<file path="src/rtl/i2c_req_arbiter.sv">
// Round-robin arbiter sharing one single-byte I2C access controller among N_REQ requesters.
// Latency: the grant is combinational in IDLE; each response returns one cycle after m_dout_vld,
//   or one cycle after the timer expires.
// Backpressure: one transaction is outstanding at a time; req_ready is low unless the arbiter
//   is IDLE and m_ready=1.
// Ports:
//   clk, rst                            clock and asynchronous active-high reset
//   req_valid/ready/direct/addr/din     per-requester request port; requester i uses byte lane i
//   rsp_vld, rsp_data, rsp_err          one-hot response strobe plus a shared data and error byte
//   m_valid/ready/direct/addr/din       request port towards the controller
//   m_dout_vld/m_dout/m_dout_err        response port from the controller
//   busy, grant_id                      status: not IDLE, and the current or last granted index
module i2c_req_arbiter #(
  parameter int N_REQ   = 4,
  parameter int TIMEOUT = 65535,
  parameter int TW      = $clog2(TIMEOUT + 1)
) (
  input  logic                     clk,
  input  logic                     rst,
  input  logic [N_REQ-1:0]         req_valid,
  output logic [N_REQ-1:0]         req_ready,
  input  logic [N_REQ-1:0]         req_direct,
  input  logic [8*N_REQ-1:0]       req_addr,
  input  logic [8*N_REQ-1:0]       req_din,
  output logic [N_REQ-1:0]         rsp_vld,
  output logic [7:0]               rsp_data,
  output logic                     rsp_err,
  output logic                     m_valid,
  input  logic                     m_ready,
  output logic                     m_direct,
  output logic [7:0]               m_addr,
  output logic [7:0]               m_din,
  input  logic                     m_dout_vld,
  input  logic [7:0]               m_dout,
  input  logic                     m_dout_err,
  output logic                     busy,
  output logic [$clog2(N_REQ)-1:0] grant_id
);

  localparam int GW = $clog2(N_REQ);

  typedef enum logic [1:0] {IDLE, ISSUE, WAIT_RSP, DRAIN} state_t;

  state_t          state, state_nxt;
  logic [GW-1:0]   last_ptr;
  logic [GW-1:0]   win;
  logic [GW-1:0]   cand;
  logic            win_found;
  logic            handshake;
  logic            expire;
  logic [TW-1:0]   timer;

  // Search starts just after the last winner, so every requester is reached once per round.
  always_comb begin
    win       = '0;
    cand      = '0;
    win_found = 1'b0;
    for (int k = 1; k <= N_REQ; k++) begin
      cand = GW'((int'(last_ptr) + k) % N_REQ);
      if (!win_found && req_valid[cand]) begin
        win       = cand;
        win_found = 1'b1;
      end
    end
  end

  // Gating with rst keeps req_ready low while reset is held, even though the state reads IDLE.
  always_comb begin
    req_ready = '0;
    if (state == IDLE && m_ready && win_found && !rst)
      req_ready[win] = 1'b1;
  end

  assign handshake = |(req_valid & req_ready);
  assign m_valid   = (state == ISSUE);
  assign busy      = (state != IDLE);

  // A real response in the expiry cycle takes priority over the synthetic error.
  assign expire = (state == WAIT_RSP) && (timer == TW'(TIMEOUT - 1)) && !m_dout_vld;

  always_ff @(posedge clk or posedge rst) begin
    if (rst) state <= IDLE;
    else     state <= state_nxt;
  end

  always_comb begin
    state_nxt = state;
    case (state)
      IDLE:     if (handshake) state_nxt = ISSUE;
      ISSUE:    if (m_ready) state_nxt = WAIT_RSP;
      WAIT_RSP: begin
        if (m_dout_vld)  state_nxt = IDLE;
        else if (expire) state_nxt = DRAIN;
      end
      // Wait for the controller to finish the hung access before arbitrating again.
      DRAIN:    if (m_ready) state_nxt = IDLE;
      default:  state_nxt = IDLE;
    endcase
  end

  always_ff @(posedge clk or posedge rst) begin
    if (rst) begin
      last_ptr <= GW'(N_REQ - 1);
      grant_id <= '0;
      m_addr   <= '0;
      m_din    <= '0;
      m_direct <= 1'b0;
      timer    <= '0;
      rsp_vld  <= '0;
      rsp_data <= '0;
      rsp_err  <= 1'b0;
    end else begin
      rsp_vld <= '0;
      case (state)
        IDLE: begin
          if (handshake) begin
            m_addr   <= req_addr[8*int'(win) +: 8];
            m_din    <= req_din[8*int'(win) +: 8];
            m_direct <= req_direct[win];
            grant_id <= win;
            last_ptr <= win;
          end
        end
        ISSUE: begin
          if (m_ready) timer <= '0;
        end
        WAIT_RSP: begin
          timer <= timer + 1'b1;
          if (m_dout_vld) begin
            rsp_vld[grant_id] <= 1'b1;
            rsp_data          <= m_dout;
            rsp_err           <= m_dout_err;
          end else if (expire) begin
            rsp_vld[grant_id] <= 1'b1;
            rsp_data          <= 8'h00;
            rsp_err           <= 1'b1;
          end
        end
        default: ;
      endcase
    end
  end

endmodule

</file>
<file path="config.mk">
export PLATFORM = sky130hd
export DESIGN_NAME = i2c_req_arbiter
export DESIGN_NICKNAME = d
export VERILOG_FILES = /design/src/rtl/i2c_req_arbiter.sv
export SDC_FILE = /design/constraint.sdc
export NUM_CORES = 1
export LEC_CHECK = 0
export CAP_MARGIN = 20
export CELL_PAD_IN_SITES_DETAIL_PLACEMENT = 0
export CELL_PAD_IN_SITES_GLOBAL_PLACEMENT = 1
export CORE_ASPECT_RATIO = 1.2
export CORE_MARGIN = 3
export CORE_UTILIZATION = 44
export DETAILED_ROUTE_END_ITERATION = 10
export DONT_BUFFER_PORTS = 1
export PLACE_DENSITY = 0.86
export SETUP_SLACK_MARGIN = 0.2
export SLEW_MARGIN = 5
export SYNTH_ARGS = -nofsm -noshare
export SYNTH_HDL_FRONTEND = slang
export SYNTH_SLANG_ARGS = --single-unit
</file>
<file path="constraint.sdc">
create_clock -name clk -period 2.4 [get_ports clk]
set_input_delay 0.12 -clock clk [delete_from_list [all_inputs] [get_ports clk]]
set_output_delay 0.12 -clock clk [all_outputs]
set_load 0.01 [all_outputs]
</file>
# ---- Yosys cells after proc, flatten, opt, wreduce, memory -nomap -nowiden
# Cells that the tools add are included.
dict set report totals {
  regBits 52
  output_inout_bits 38
  in_bits 85
}
dict set report op_classes {
  addsub 5
  n_reduce_logical 24
  bitwise 1
  eq_ne 8
  shift 2
  n_mux 38
  magnitude_cmp 8
}
# cell n
set op_table {}
lappend op_table {{indexed part select 32 x 6 -> 8 bit} 2}
lappend op_table {{case mux 16 bit (2 select lines)} 1}
lappend op_table {{less-than comparator 2 x 3 -> 1 bit, second input constant} 6}
lappend op_table {{2-to-1 mux 2 bit} 9}
lappend op_table {{adder 16 x 1 -> 16 bit, second input constant} 1}
lappend op_table {{== test 16 bit, second input constant} 1}
lappend op_table {{2-to-1 mux 16 bit} 1}
lappend op_table {{2-to-1 mux 4 bit} 4}
lappend op_table {{2-to-1 mux 8 bit} 2}
lappend op_table {{2-to-1 mux 1 bit} 13}
lappend op_table {{binary-select mux 1 bit (select 2 bit)} 5}
lappend op_table {{logical AND 1 bit} 10}
lappend op_table {{case mux 2 bit (4 select lines)} 1}
lappend op_table {{AND reduction 2 bit} 3}
lappend op_table {{nonzero test 2 bit} 3}
lappend op_table {{zero test 1 bit} 5}
lappend op_table {{adder 2 x 1 -> 2 bit, second input constant} 2}
lappend op_table {{adder 2 bit, second input constant} 2}
lappend op_table {{bitwise AND 4 bit} 1}
lappend op_table {{demux 1 bit (select 2 bit)} 2}
lappend op_table {{== test 2 bit, second input constant} 2}
lappend op_table {{>= comparator 2 x 1 -> 1 bit, second input constant} 2}
lappend op_table {{!= test 2 bit, second input constant} 2}
lappend op_table {{AND reduction 4 bit} 1}
lappend op_table {{other kinds (5)} 5}

# ---- Longest topological paths before layout
dict set report depth {
  depth_word 22
  depth_mapped 7
}

# ---- Least setup slack after synthesis
# Ideal clock, no wire load.
dict set report synth_path {
  kind {flip-flop to output port}
  start {reg last_ptr[1]}
  end {out req_ready[2]}
  path_buffers 3
  setup_slack_ps 599
  path_stages_with_launch 7
  t_arrival_ps 1681
  t_required_ps 2280
  path_cell_list {dfstp_2 > clkbuf_1 > a21o_1 > clkbuf_1 > clkbuf_1 > nand3_1 > nor2_1}
}
dict set report synth_between {
  elab_chain_cells 18
}
# element line_no
set synth_lines {}
lappend synth_lines {{start, declared} 45} ;# logic [GW-1:0] last_ptr;
lappend synth_lines {{start signal, assigned} 103} ;# last_ptr <= GW'(N_REQ - 1);
lappend synth_lines {{start signal, assigned} 121} ;# last_ptr <= win;
lappend synth_lines {{adder 2 x 1 -> 2 bit} 59} ;# cand = GW'((int'(last_ptr) + k) % N_REQ);
lappend synth_lines {{binary-select mux 1 bit (select 2 bit)} 60} ;# if (!win_found && req_valid[cand]) begin
lappend synth_lines {{2-to-1 mux 1 bit (not written as such)} 60}
lappend synth_lines {{2-to-1 mux 1 bit} 60}
lappend synth_lines {{zero test 1 bit} 60}
lappend synth_lines {{logical AND 1 bit} 60}
lappend synth_lines {{2-to-1 mux 1 bit} 60}
lappend synth_lines {{zero test 1 bit} 60}
lappend synth_lines {{[... 2 more ...]} n/a}
lappend synth_lines {{zero test 1 bit} 60}
lappend synth_lines {{logical AND 1 bit} 60}
lappend synth_lines {{2-to-1 mux 2 bit} 60}
lappend synth_lines {{less-than comparator 2 x 3 -> 1 bit (not written as such) or >= comparator 2 x 1 -> 1 bit (tied branches)} 71} ;# req_ready[win] = 1'b1;
lappend synth_lines {{logical AND 1 bit (not written as such)} 71}
lappend synth_lines {{2-to-1 mux 1 bit (not written as such)} 71}
lappend synth_lines {{demux 1 bit (select 2 bit)} 71}
lappend synth_lines {{2-to-1 mux 4 bit *} 70} ;# if (state == IDLE && m_ready && win_found && !rst)
lappend synth_lines {{end, declared} 21} ;# output logic [N_REQ-1:0] req_ready,
# Every way passes the cells marked *; elsewhere a longest branch is shown, timed or not. The select of a mux whose other input is x is not followed.

# ---- Final worst setup path
dict set report layout_path {
  start {reg state[1]}
  end {out req_ready[3]}
}
dict set report layout_between {
  elab_chain_cells 5
}
# element line_no
set layout_lines {}
lappend layout_lines {{start, declared} 44} ;# state_t state, state_nxt;
lappend layout_lines {{start signal, assigned} 83} ;# else state <= state_nxt;
lappend layout_lines {{zero test 2 bit} 70}
lappend layout_lines {{logical AND 1 bit (3 in series)} 70}
lappend layout_lines {{2-to-1 mux 4 bit} 70}
# No other way between the ends.

==> results.sh <==
export IMPL_synthAdderAreaFrac_pct=0.868
export IMPL_cts_buffer_depth=2
export IMPL_reg2reg_to="m_din[7]"
export IMPL_finalPower_mw=3.22
export IMPL_synthFlopType="dfrtp_1"
export IMPL_critPathLaunchType="flop"
export IMPL_yosys_area_share_simple_pct=20.3
export IMPL_ys_ff_latch=52
export IMPL_num_vias=2409
export IMPL_min_period_over_period_pct=86.8
export IMPL_route_detailed_drc=0
export IMPL_required_ns=2.28
export IMPL_p_per_area_nw_per_um2=998
export IMPL_post_drt_wl_per_cell_microns=19.1
export IMPL_r2r_cells=6
export IMPL_rrSetupSlack_ns=0.40
export IMPL_slew_headroom_pct=53.8
export IMPL_cts_buffers=5
export IMPL_h_tree_depth=2
export IMPL_synth_seq_area_share_pct=45.2
export IMPL_worst_slew_pin_slew_ns=0.693
export IMPL_min_delay_path_depth=1
export IMPL_initialDrtViolationCount=108
export IMPL_die_w_microns=79.9
export IMPL_synthArstFlopShare_pct=100
export IMPL_rows=31
export IMPL_crit_type="flop to output port"
export IMPL_die_height_microns=94.7
export IMPL_io_buffers=0
export IMPL_fin_skew_ns=0.0131
export IMPL_worstPathArrival_ns=1.96
export IMPL_synth_xor_area_share_pct=0.607
export IMPL_num_fill_cells=597
export IMPL_syn_area_per_cell_sq_um=9.61
export IMPL_start_util_pct=46.5
export IMPL_drive_above_1_share_pct=12.4
export IMPL_wl_mm=7.58
export IMPL_area_delta_synth_final_pct=11.8
export IMPL_multiInputGateArea_sq_um=1490
export IMPL_postRouteAntennaNets=0
export IMPL_synth_edff_count=0
export IMPL_hold_path_class="input port to flop"
export IMPL_period_minus_slack_ns=2.08
export IMPL_synth_compound_area_share_pct=22.2
export IMPL_slew_violations=0
export IMPL_muxShareOfSynthArea_pct=6.59
export IMPL_grt_overflow=0
export IMPL_leakagePower_nw=1.43
export IMPL_netlist_area_sq_um=2880
export IMPL_setup_tns_ns=0
export IMPL_synthTopCellsByArea="dfrtp_1, mux2i_1, a21o_1"
export IMPL_vias_per_cell=6.08
export IMPL_dieArea_sq_um=7570
export IMPL_crit_fanout=9
export IMPL_dpl_hpwl_mm=5.13
export IMPL_cts_sinks=52
export IMPL_path_clk_slew_ns=0.10
export IMPL_coreArea_sq_um=6210
export IMPL_hold_viol=0
export IMPL_first_pass_iters=4
export IMPL_antenna_found_initial=0
export IMPL_grt_pass1_wl_mm=11.8
export IMPL_grt_use_total_pct=19.7
export IMPL_diodes=0
export IMPL_globalplace_congestion=0.853
export IMPL_grt_pass1_vias=2394
export IMPL_max_vdd_ir_drop_mv=0.515
export IMPL_worstHoldStart="m_dout_vld"
export IMPL_max_clock_freq_mhz=480
export IMPL_io_pins=123
export IMPL_layout_nets=400
export IMPL_synth_top_cell_by_area="dfrtp_1"
export IMPL_maxCapViolations=0
export IMPL_tritoncts="done"
export IMPL_netlist_area_leader_share_pct=43.4
export IMPL_fin_util_pct=51.9
export IMPL_r2r_start="state[1]"
export IMPL_syn_nets=387
export IMPL_synth_top_family_by_area="compound AO/OA/AOI/OAI gates"
export IMPL_setup_violations=0
export IMPL_synth_warning_count=0
export IMPL_ys_types=43
export IMPL_grt_max_degree=28
export IMPL_whs_endpoint="rsp_vld[3]"
export IMPL_rsz0062_at_grt="false"
export IMPL_clk_root_buffer_cell="clkbuf_8"
export IMPL_syn_inst=300
export IMPL_register_area_sq_um=1310
export IMPL_clock_latency_ns=0.31
export IMPL_end_kind="output port"
export IMPL_status="finished clean"
## sequential cells by signal, indices dropped and copies added, names as in the netlist
| name | cells |
|---|---|
| last_ptr | 2 |
| timer | 16 |
| grant_id | 2 |
| state | 2 |
| m_din | 8 |
| m_direct | 1 |
| rsp_data | 8 |
| rsp_err | 1 |
| m_addr | 8 |
| rsp_vld | 4 |
## metal layers
layer | routed length [microns] | track usage, % | vias to the layer above
met1 | 3120 | 23.7 | 1150
met3 | 548 | 5.63 | 9
met5 | 0 | 0 | -
li1 | - | - | 1159
met4 | 89 | 5.92 | 0
met2 | 3820 | 34.0 | 91
## worst max-delay path, cell delays in order (launching register included)
cell,delay (ns)
dfrtp_2,0.46
nand2b_4,0.16
or4_4,0.51
a211o_4,0.38
nor2_2,0.15
## power by group
part	switching, mW	total, mW	internal, mW
clock	0.312	0.520	0.208
sequential	0.368	1.54	1.17
combinational	0.659	1.16	0.502
## cell type report
class | instances | area share [%]
well taps | 82 | 3.18
clock buffers | 5 | 2.14
repair buffers | 26 | 6.91
clock inverters | 3 | 0.660
multi-input cells | 224 | 46.2
flip-flops and latches | 52 | 40.5
inverters | 4 | 0.466
## repair_timing
| item | 4_1_cts | 5_1_grt |
|---|---|---|
| setup endpoints to repair | 2 | 3 |
| hold buffers | 11 | 0 |
| pin swaps | 0 | 1 |
| gates cloned | 0 | 1 |
| hold endpoints to repair | 33 | 0 |
| gates resized for setup | 4 | 3 |
| buffers inserted | 0 | 2 |
## placed cells by master, fill, tap and decap left out, types with 2 or more instances in the layout
master          n
dfrtp_1        49
nand2_1        32
nand4_1        21
mux2i_1        19
a21o_1         18
o211ai_1       18
o31ai_1        17
nand3_1        16
buf_4          15
o21ai_0        14
nor2_1         13
dlygate4sd3_1  11
a22o_1          8
clkbuf_8        5
nor2b_1         4
and4_1          4
a21oi_1         4
nand2b_1        3
and3_1          3
inv_1           3
o21a_1          2
o21ai_1         2
or2_2           2
nor3_1          2
nor3b_1         2
nor2_2          2
ha_1            2
dfstp_2         2
## kinds of logic after synthesis
logic type | after synthesis
multiplexers | 19
buffers and inverters | 25
XOR/XNOR | 2
adder cells (fa/ha/maj) | 2
AND/OR/NAND/NOR | 110
AO/OA/AOI/OAI | 90
flip-flops | 52
## per-stage QoR
stage / hold slack, ns / setup slack, ns / std cells / cell area, sq um
final: 0.0285 / 0.317 / 396 / 3220
after global routing: 0.0227 / 0.258 / 396 / 3220
after detailed placement: 0.0981 / 0.317 / 374 / 2980
after floorplan: 0.211 / 0.599 / 300 / 2880
after CTS: 0.0236 / 0.227 / 393 / 3190
after global placement: 0.0896 / 0.327 / 374 / 2980
## synthesized netlist by cell type (3+ instances only)
master	count
a21oi_1	4
buf_2	4
o31ai_1	17
dfrtp_1	50
nand2_1	32
clkbuf_1	12
a21o_1	19
a22o_1	8
nand2b_1	3
and4_1	4
nand3_1	16
o21ai_0	14
nor2b_1	4
o211ai_1	18
and3_1	3
nand4_1	21
inv_1	4
mux2i_1	19
nor2_1	15
## how the worst max path moves through the flow
stage / slack, ns / depth (start not counted) / to / from
after floorplan: 0.60 / 6 / req_ready[2] / last_ptr[1]
after global placement: 0.33 / 5 / m_addr[1] / state[1]
after detailed placement: 0.32 / 5 / m_din[7] / state[1]
after CTS: 0.23 / 4 / req_ready[3] / state[1]
after global routing: 0.26 / 4 / req_ready[3] / state[1]
final: 0.32 / 4 / req_ready[3] / state[1]
(Power assumes the default switching activity.)
